### src/rtl/data_mem_arb_pkg.sv
// Shared types and constants for the two-port data memory arbiter.
package data_mem_arb_pkg;

  localparam int DATA_W_DEF = 8;

  localparam int PORT_CPU = 0;
  localparam int PORT_IO  = 1;

  typedef enum logic [1:0] {
    IDLE = 2'd0,
    GNT  = 2'd1,
    RESP = 2'd2
  } state_e;

endpackage

### src/rtl/data_mem_arbiter_if.sv
// Request/response bundle between the two requesters (CPU LSU, IO/DMA) and the arbiter.
interface data_mem_arbiter_if #(
  parameter int DATA_W = 8,
  parameter int ADDR_W = 4
);
  logic              req0;
  logic              req1;
  logic              we0;
  logic              we1;
  logic [ADDR_W-1:0] addr0;
  logic [ADDR_W-1:0] addr1;
  logic [DATA_W-1:0] wdata0;
  logic [DATA_W-1:0] wdata1;
  logic              gnt0;
  logic              gnt1;
  logic              rvalid0;
  logic              rvalid1;
  logic [DATA_W-1:0] rdata;
  logic              err;

  modport master (
    output req0, req1, we0, we1, addr0, addr1, wdata0, wdata1,
    input  gnt0, gnt1, rvalid0, rvalid1, rdata, err
  );

  modport slave (
    input  req0, req1, we0, we1, addr0, addr1, wdata0, wdata1,
    output gnt0, gnt1, rvalid0, rvalid1, rdata, err
  );
endinterface

### src/rtl/data_mem_bank.sv
// Register-based storage: one cleared-on-reset register per word, guarded write port,
// combinational read mux that returns 0 for addresses beyond NUM_WORDS.
module data_mem_bank #(
  parameter int DATA_W    = 8,
  parameter int NUM_WORDS = 16,
  parameter int ADDR_W    = 4
) (
  input  logic              Clk,
  input  logic              Reset_n,
  input  logic              we_i,
  input  logic [ADDR_W-1:0] addr_i,
  input  logic [DATA_W-1:0] wdata_i,
  output logic [DATA_W-1:0] rdata_o,
  output logic              oor_o
);

  localparam logic [ADDR_W:0] NUM_WORDS_A = NUM_WORDS[ADDR_W:0];

  logic [DATA_W-1:0] mem_q [NUM_WORDS];

  assign oor_o = ({1'b0, addr_i} >= NUM_WORDS_A);

  // Each word decodes its own address, so out-of-range writes match no word.
  for (genvar i = 0; i < NUM_WORDS; i++) begin : g_word
    always_ff @(posedge Clk) begin
      if (!Reset_n) begin
        mem_q[i] <= '0;
      end else if (we_i && (addr_i == ADDR_W'(i))) begin
        mem_q[i] <= wdata_i;
      end
    end
  end

  always_comb begin
    rdata_o = '0;
    for (int i = 0; i < NUM_WORDS; i++) begin
      if (addr_i == ADDR_W'(i)) rdata_o = mem_q[i];
    end
  end

endmodule

### src/rtl/data_mem_arbiter.sv
// Two-port data memory arbiter: IDLE/GNT/RESP FSM, round-robin by default;
// define DATA_MEM_ARB_FIXED_PRIO_EN to give port 0 fixed priority instead.
module data_mem_arbiter
  import data_mem_arb_pkg::*;
#(
  parameter int DATA_W    = DATA_W_DEF,
  parameter int NUM_WORDS = 16,
  parameter int ADDR_W    = 4
) (
  input logic               Clk,
  input logic               Reset_n,
  data_mem_arbiter_if.slave bus
);

  localparam logic SEL_IO = 1'(PORT_IO);

  state_e            state_q;
  logic              sel_q;
  logic              gnt0_q, gnt1_q;
  logic              rvalid0_q, rvalid1_q;
  logic              err_q;
  logic [DATA_W-1:0] rdata_q;

  logic              any_req_d;
  logic              win_idle_d;
  logic              win_resp_d;
  logic              acc_we_d;
  logic [ADDR_W-1:0] acc_addr_d;
  logic [DATA_W-1:0] acc_wdata_d;
  logic              bank_we_d;
  logic              bank_oor;
  logic [DATA_W-1:0] bank_rdata;

  assign any_req_d = bus.req0 | bus.req1;

`ifdef DATA_MEM_ARB_FIXED_PRIO_EN
  assign win_idle_d = ~bus.req0;
  assign win_resp_d = ~bus.req0;
`else
  logic rr_ptr_q;

  function automatic logic pick(input logic r0, input logic r1, input logic ptr);
    if (r0 && r1) return ptr;
    return r1 & ~r0;
  endfunction

  // In RESP the pointer is about to move to the other port, so arbitrate with that value.
  assign win_idle_d = pick(bus.req0, bus.req1, rr_ptr_q);
  assign win_resp_d = pick(bus.req0, bus.req1, ~sel_q);
`endif

  assign acc_we_d    = (sel_q == SEL_IO) ? bus.we1    : bus.we0;
  assign acc_addr_d  = (sel_q == SEL_IO) ? bus.addr1  : bus.addr0;
  assign acc_wdata_d = (sel_q == SEL_IO) ? bus.wdata1 : bus.wdata0;
  assign bank_we_d   = (state_q == GNT) && acc_we_d;

  data_mem_bank #(
    .DATA_W    (DATA_W),
    .NUM_WORDS (NUM_WORDS),
    .ADDR_W    (ADDR_W)
  ) u_bank (
    .Clk     (Clk),
    .Reset_n (Reset_n),
    .we_i    (bank_we_d),
    .addr_i  (acc_addr_d),
    .wdata_i (acc_wdata_d),
    .rdata_o (bank_rdata),
    .oor_o   (bank_oor)
  );

  always_ff @(posedge Clk) begin
    if (!Reset_n) begin
      state_q   <= IDLE;
      sel_q     <= 1'b0;
      gnt0_q    <= 1'b0;
      gnt1_q    <= 1'b0;
      rvalid0_q <= 1'b0;
      rvalid1_q <= 1'b0;
      err_q     <= 1'b0;
      rdata_q   <= '0;
`ifndef DATA_MEM_ARB_FIXED_PRIO_EN
      rr_ptr_q  <= 1'b0;
`endif
    end else begin
      gnt0_q    <= 1'b0;
      gnt1_q    <= 1'b0;
      rvalid0_q <= 1'b0;
      rvalid1_q <= 1'b0;
      case (state_q)
        IDLE: begin
          if (any_req_d) begin
            sel_q   <= win_idle_d;
            gnt0_q  <= (win_idle_d != SEL_IO);
            gnt1_q  <= (win_idle_d == SEL_IO);
            state_q <= GNT;
          end
        end
        GNT: begin
          rdata_q   <= acc_we_d ? '0 : bank_rdata;
          err_q     <= bank_oor;
          rvalid0_q <= (sel_q != SEL_IO);
          rvalid1_q <= (sel_q == SEL_IO);
          state_q   <= RESP;
        end
        RESP: begin
`ifndef DATA_MEM_ARB_FIXED_PRIO_EN
          rr_ptr_q <= ~sel_q;
`endif
          if (any_req_d) begin
            sel_q   <= win_resp_d;
            gnt0_q  <= (win_resp_d != SEL_IO);
            gnt1_q  <= (win_resp_d == SEL_IO);
            state_q <= GNT;
          end else begin
            state_q <= IDLE;
          end
        end
        default: state_q <= IDLE;
      endcase
    end
  end

  assign bus.gnt0    = gnt0_q;
  assign bus.gnt1    = gnt1_q;
  assign bus.rvalid0 = rvalid0_q;
  assign bus.rvalid1 = rvalid1_q;
  assign bus.rdata   = rdata_q;
  assign bus.err     = err_q;

endmodule

### src/flat_wrapper.sv
// flat-port wrapper written by rule: the top's interface ports become plain ports
module data_mem_arbiter_flat import data_mem_arb_pkg::*;
#(
  parameter int DATA_W    = DATA_W_DEF,
  parameter int NUM_WORDS = 16,
  parameter int ADDR_W    = 4
)
  (Clk, Reset_n, bus_req0, bus_req1, bus_we0, bus_we1, bus_addr0, bus_addr1, bus_wdata0, bus_wdata1, bus_gnt0, bus_gnt1, bus_rvalid0, bus_rvalid1, bus_rdata, bus_err);
  data_mem_arbiter_if #(.DATA_W(DATA_W), .ADDR_W(ADDR_W)) bus_i ();
  input logic Clk;
  input logic Reset_n;
  input wire logic [$bits(bus_i.req0)-1:0] bus_req0;
  input wire logic [$bits(bus_i.req1)-1:0] bus_req1;
  input wire logic [$bits(bus_i.we0)-1:0] bus_we0;
  input wire logic [$bits(bus_i.we1)-1:0] bus_we1;
  input wire logic [$bits(bus_i.addr0)-1:0] bus_addr0;
  input wire logic [$bits(bus_i.addr1)-1:0] bus_addr1;
  input wire logic [$bits(bus_i.wdata0)-1:0] bus_wdata0;
  input wire logic [$bits(bus_i.wdata1)-1:0] bus_wdata1;
  output wire logic [$bits(bus_i.gnt0)-1:0] bus_gnt0;
  output wire logic [$bits(bus_i.gnt1)-1:0] bus_gnt1;
  output wire logic [$bits(bus_i.rvalid0)-1:0] bus_rvalid0;
  output wire logic [$bits(bus_i.rvalid1)-1:0] bus_rvalid1;
  output wire logic [$bits(bus_i.rdata)-1:0] bus_rdata;
  output wire logic [$bits(bus_i.err)-1:0] bus_err;
  assign bus_i.req0 = bus_req0;
  assign bus_i.req1 = bus_req1;
  assign bus_i.we0 = bus_we0;
  assign bus_i.we1 = bus_we1;
  assign bus_i.addr0 = bus_addr0;
  assign bus_i.addr1 = bus_addr1;
  assign bus_i.wdata0 = bus_wdata0;
  assign bus_i.wdata1 = bus_wdata1;
  assign bus_gnt0 = bus_i.gnt0;
  assign bus_gnt1 = bus_i.gnt1;
  assign bus_rvalid0 = bus_i.rvalid0;
  assign bus_rvalid1 = bus_i.rvalid1;
  assign bus_rdata = bus_i.rdata;
  assign bus_err = bus_i.err;
  data_mem_arbiter #(.DATA_W(DATA_W), .NUM_WORDS(NUM_WORDS), .ADDR_W(ADDR_W)) u_core (.Clk(Clk), .Reset_n(Reset_n), .bus(bus_i));
endmodule
### config.mk
export PLATFORM = sky130hd
export DESIGN_NAME = data_mem_arbiter_flat
export DESIGN_NICKNAME = d
export VERILOG_FILES = /design/src/rtl/data_mem_arb_pkg.sv /design/src/rtl/data_mem_arbiter_if.sv /design/src/rtl/data_mem_bank.sv /design/src/rtl/data_mem_arbiter.sv /design/src/flat_wrapper.sv
export SDC_FILE = /design/constraint.sdc
export NUM_CORES = 1
export LEC_CHECK = 0
export BUFFER_PORTS_ARGS = -buffer_cell sky130_fd_sc_hd__buf_4
export CELL_PAD_IN_SITES_DETAIL_PLACEMENT = 1
export CELL_PAD_IN_SITES_GLOBAL_PLACEMENT = 2
export CORE_MARGIN = 2
export CORE_UTILIZATION = 40
export DETAILED_ROUTE_END_ITERATION = 10
export PLACE_DENSITY_LB_ADDON = 0.1
export REMOVE_ABC_BUFFERS = 1
export SLEW_MARGIN = 5
export SYNTH_ARGS = -nofsm -noshare
export SYNTH_HDL_FRONTEND = slang
export SYNTH_SLANG_ARGS = --single-unit
### constraint.sdc
create_clock -name Clk -period 3.1 [get_ports Clk]
set_input_delay 0.775 -clock Clk [delete_from_list [all_inputs] [get_ports Clk]]
set_output_delay 0.775 -clock Clk [all_outputs]
set_load 0.02 [all_outputs]
# After elaboration in Yosys (flattened, before gate mapping)
# Memory sizes are Yosys's and may differ from the RTL's.
# Cells that the tools add are included.
# word_totals
register_bits,16
ram_bits,128
inputBits,30
output_inout_bits,13
wordCells,175
memories,1
# memory_table
name,depth,width,rd,rd_clocked_by_memory_dff,write_ports,line_no,rtl
u_core.u_bank.mem_q,16,8,16,0,16,data_mem_bank.sv:19,logic [DATA_W-1:0] mem_q [NUM_WORDS];
# classes
n_eq_ne,19
n_mux,102
n_bitwise,22
n_reduce_logical,23
# op_table
cell,n
$mux W8,34
$mux W1,62
$eq A4 B4 Y1 const B,8
$logic_and A1 B1 Y1,18
$or A1 B1 Y1,17
$eq A4 B3 Y1 const B,4
$eq A4 B2 Y1 const B,2
$pmux W1 S2,3
$pmux W2 S3,1
$eq A4 B1 Y1 const B,1
$logic_not A4 Y1,1
$mux W4,1
$ne A2 B1 Y1 const B,2
$not A1 Y1,4
$reduce_and A3 Y1,1
$eq A2 B1 Y1 const B,1
$eq A2 B2 Y1 const B,1
$logic_not A2 Y1,1
$mux W2,1
$reduce_and A2 Y1,1
$reduce_bool A2 Y1,1
$and A1 B1 Y1,1

# Depth between registers and ports, before layout
# logic_depth
depth_word,19
mapped_depth,10
ltp_nobuf,7

# Modules after synthesis
# A second synthesis with hierarchy kept.
# hier_totals
hier_cells,607
hier_area_um2,7194.4
# by_module_without_submodules
module,instances,cells_each,area_per_inst_um2,seq_area_each_um2
data_mem_bank,1,523,6392.4,3843.7
data_mem_arbiter,1,84,802.0,340.3

# Least setup slack after synthesis
# OpenSTA, ideal clock, no wires.
# synth_path
path_type,input-to-reg
startpoint,input bus_addr0[3]
endpoint,memory u_core.u_bank.mem_q[4][0] (netlist: u_core.u_bank.mem_q[0][32]) (enable)
setup_time_ps,384
arrival_time_ps,2321
t_required_ps,2716
setup_slack_ps,395
stages,5
path_buffers,1
cell_sequence,or3b_2 > nand2_1 > buf_2 > nand2_1 > o21ai_0
# synth_lines
element,line_no,rtl
from (decl),flat_wrapper.sv:16,input wire logic [$bits(bus_i.addr0)-1:0] bus_addr0;
to (decl),data_mem_bank.sv:19,

# Worst setup path in the final report
# layout_path
startpoint,input bus_addr0[1]
endpoint,register u_core.rdata_q[6] (netlist: u_core.bus.rdata[6])
# layout_between
elab_chain_len,19
elab_cells_between_ends,34
classes_between,eq/ne: 15; mux: 18; reduce/logical: 1
# layout_rtl
element,line_no,rtl
$mux W4 *,data_mem_arbiter.sv:53,assign acc_addr_d = (sel_q == SEL_IO) ? bus.addr1 : bus.addr0;
$logic_not A4 Y1,data_mem_bank.sv:37,if (addr_i == ADDR_W'(i)) rdata_o = mem_q[i];
$mux W8 (15 in a row),data_mem_bank.sv:37,
$mux W8 *,data_mem_bank.sv:37,
$mux W8 *,data_mem_arbiter.sv:99,rdata_q <= acc_we_d ? '0 : bank_rdata;
to (signal assigned),data_mem_arbiter.sv:99,
to (decl),data_mem_arbiter.sv:22,logic [DATA_W-1:0] rdata_q;
# Every way passes the cells marked *; elsewhere a longest branch is shown, timed or not.
# A chain may end at the register's enable or synchronous reset.

==> results by group <==
Cells and area
  – Commonest non-fill, non-tap cell in the layout: nor2_1
  – Share of cells above drive strength 1: between 10% and 20%
  – Most frequent cells in the layout: nor2_1 (161), edfxtp_1 (128), buf_4 (91)
  – Total area of sequential cells: 4165 sq um
  – Footprint of the multi-input gates: between 2000 and 3000 sq um
  – Diodes inserted: 0
  – Syn-to-layout area delta: 19.46%
  – Nets: roughly 760
  – # fillers: between 1,500 and 2,000
  – Layout Cells excl Fill: 970

Timing
  – Fin crit period: around 2.6 ns
  – RSZ-0062 raised after global routing: false
  – Rel. slew slack: ~38%
  – Fin. max-slew vios: 0
  – Clock Skews: 0.006187 ns
  – Setup-failing EPs final: 0
  – Final worst path period share: between 80% and 90%
  – Final hold violations: 0
  – Measured slew at the worst slew-check pin: roughly 0.9 ns
  – Max Freq: 0.3881 GHz

Place
  – Final Wtd Congestion: 0.8986
  – Post-Place Cells: ~940
  – HPWL after DPL: approximately 18,000 um
  – Port Buffer Count: 41

Clock network
  – # hold bufs at CTS: 0
  – Sink Count: between 100 and 150
  – CTS tree: built
  – Post-CTS sizing: 0
  – Worst-case clock buffer depth: 2
  – Clock root cell: clkbuf_16
  – Clk slew on worst S/H paths: around 0.060 ns
  – H-tree level count: 4
  – Skew-Pair Late Insertion Delay: between 0.4 and 0.5 ns
  – TritonCTS Buffers: 17
  – Post-CTS Setup Repair Bufs: 0

Setup path
  – CP dominant cell by count: buf_4
  – Capturing point of the worst reg2reg path: u_core.bus.rdata[0]$_SDFFE_PN0P_
  – Critical path class: in2reg
  – R2R cell count: 7
  – Worst R2R Start: u_core.sel_q$_SDFFE_PN0P_
  – Worst setup SP type: input port
  – CP peak stage delay: 0.62 ns
  – WP data arrival: between 2 and 3 ns
  – Crit path cell chain: buf_4 -> nand2_1 -> o21ai_1 -> buf_4 -> a22oi_1 -> a21oi_1 -> o21ai_0 -> a311oi_1
  – CP Data Required Time: 3.44 ns
  – Setup crit end kind: register
  – Reg2reg setup slack: between 0.5 and 0.6 ns
  – CP max stage cell: o21ai_1
  – CP Max Fanout: 15

Power and ir drop
  – Peak supply drop: between 0.4 and 0.5 mV
  – Tot Pwr: 4.823 mW
  – Pwr dens: 582.5 nW/um^2
  – P_leak: ~3.1 nW

Floorplan
  – Die Y: ~140 um
  – Die extent in x: ~140 um
  – Io pins: between 40 and 50
  – Die area: around 18,000 sq um
  – Core area: ~17,000 sq um
  – Initial Util: between 40% and 50%
  – # rows: 48

Min path
  – Worst Hold Launch: u_core.bus.rdata[5]$_SDFFE_PN0P_
  – Hold Path End: u_core.bus.rdata[5]$_SDFFE_PN0P_
  – Hold Crit Depth: 2
  – Worst hold path type: reg2reg

Drt
  – Initial DRC Count: 520
  – WL/cell: around 26 um
  – Via density: just over 6
  – Routed wire length: roughly 26,000 um
  – ANT nets after route: 0
  – Drt drc: 0
  – Vias: 5,918
  – DRT Pass-1 Iters: 5

Synth
  – Cell Area, Synth: just under 7000 sq um
  – Main synth FF type: edfxtp_1
  – Synth Warn #: 0
  – Syn avg cell area: a little over 10 sq um
  – Largest area contributor in the netlist: edfxtp_1
  – Seq cells post-synth: 144
  – Main area contributors after synthesis: edfxtp_1 (55%), nor2_1 (8.7%), o21ai_0 (4.8%)
  – Unique cell type count in the Yosys netlist: between 50 and 60
  – Ys async rst share: 0%
  – Post-synth EDFFs: 128
  – Top cell type's share of synthesized area: 55.45%
  – Syn Inst Count: 670
  – Sequential-to-total area share from yosys stat: between 60% and 70%

GRT
  – Pin count of the biggest net entering global routing: roughly 40
  – First-pass GRT wire length: between 30,000 and 40,000 um
  – GRT overflow: 0
  – Initial antenna violation count: 0
  – Vias in the first global route: between 6,000 and 7,000
  – Total GRT Usage: between 20 and 30%

Outcome
  – Status: completed

Flow run
  – Max-cap violation count: 0
==> state kept, by name (all words and copies together) (netlist names) <==
signal,cells
u_core.u_bank.mem_q,128
u_core.bus.rdata,8
u_core.state_q,2
u_core.bus.gnt0,1
u_core.bus.gnt1,1
u_core.bus.rvalid0,1
u_core.bus.rvalid1,1
u_core.rr_ptr_q,1
u_core.sel_q,1
==> kinds of logic after synthesis <==
family | synth area share, %
compound gates | 18.65
mux | 2.076
flops | 60.07
other cells | 0.05410
simple gates | 15.24
buf+inv | 3.917
==> per-layer routing <==
metal / track usage [%] / vias to the layer above / wire (um)
met5: 0 / - / 0
met3: 5.051 / 46 / 1726
met1: 38.33 / 3024 / 10870
li1: - / 2598 / -
met2: 47.67 / 250 / 12290
met4: 10.47 / 0 / 709
==> synth_stat cells, drive strengths merged, types with 12 or more instances <==
master and number:
dfxtp 16, a21oi 29, clkbuf 27, nor2 162, o21ai 66, o22ai 12
nand3 18, nand2 46, edfxtp 128, buf 22, inv 12, a22oi 23
o211ai 17, mux2i 12
==> final cells by class <==
| type | count | share of cell area, % |
|---|---|---|
| sequential | 144 | 50.30 |
| multi-input combinational | 465 | 30.64 |
| tap | 225 | 3.400 |
| clock buffer | 19 | 5.228 |
| clock inverter | 13 | 1.390 |
| inverter | 12 | 0.5440 |
| timing repair buffer | 92 | 8.492 |
==> worst max-delay path: cells and delay by family <==
kind / cells / cell delay, ns
and+or+nand+nor: 1 / 0.15
AOI/OAI and AO/OA: 5 / 1.45
buffers and inverters: 2 / 0.52
==> per-stage QoR <==
stage               instance area (sq um)  setup TNS [ns]  hold WS (ns)  worst slack (ns)  utilization (%)
floorplan                            6705          -68.10        0.5306           -0.7774                -
global placement                     7732               0        0.4798            0.1312            45.18
detailed placement                   7732               0        0.4953            0.1785            45.18
CTS                                  8280               0        0.5090            0.6008            48.38
global route                         8280               0        0.5426            0.4437            48.38
finish                               8280               0        0.4978            0.5233            48.38
==> worst max path at each step <==
stage / startpoint / slack [ns] / to / cells past startpoint
final: bus_addr0[1] / 0.52 / u_core.bus.rdata[6]$_SDFFE_PN0P_ / 8
after global routing: bus_addr1[0] / 0.44 / u_core.bus.rdata[6]$_SDFFE_PN0P_ / 9
after CTS: bus_addr0[1] / 0.60 / u_core.bus.rdata[6]$_SDFFE_PN0P_ / 8
after detailed placement: bus_addr0[1] / 0.18 / u_core.bus.rdata[6]$_SDFFE_PN0P_ / 8
after global placement: bus_addr1[0] / 0.13 / u_core.bus.rdata[4]$_SDFFE_PN0P_ / 10
after floorplan: u_core.sel_q$_SDFFE_PN0P_ / -0.78 / u_core.u_bank.mem_q[0][0]$_SDFFCE_PN0P_ / 4
==> power by group <==
| part | switching, mW | total [mW] | internal [mW] |
|---|---|---|---|
| combinational | 0.450 | 0.657 | 0.208 |
| clock | 0.841 | 1.94 | 1.10 |
| sequential | 0.0391 | 2.22 | 2.18 |
| total | 1.33 | 4.82 | 3.49 |
(Power assumes the default switching activity.)
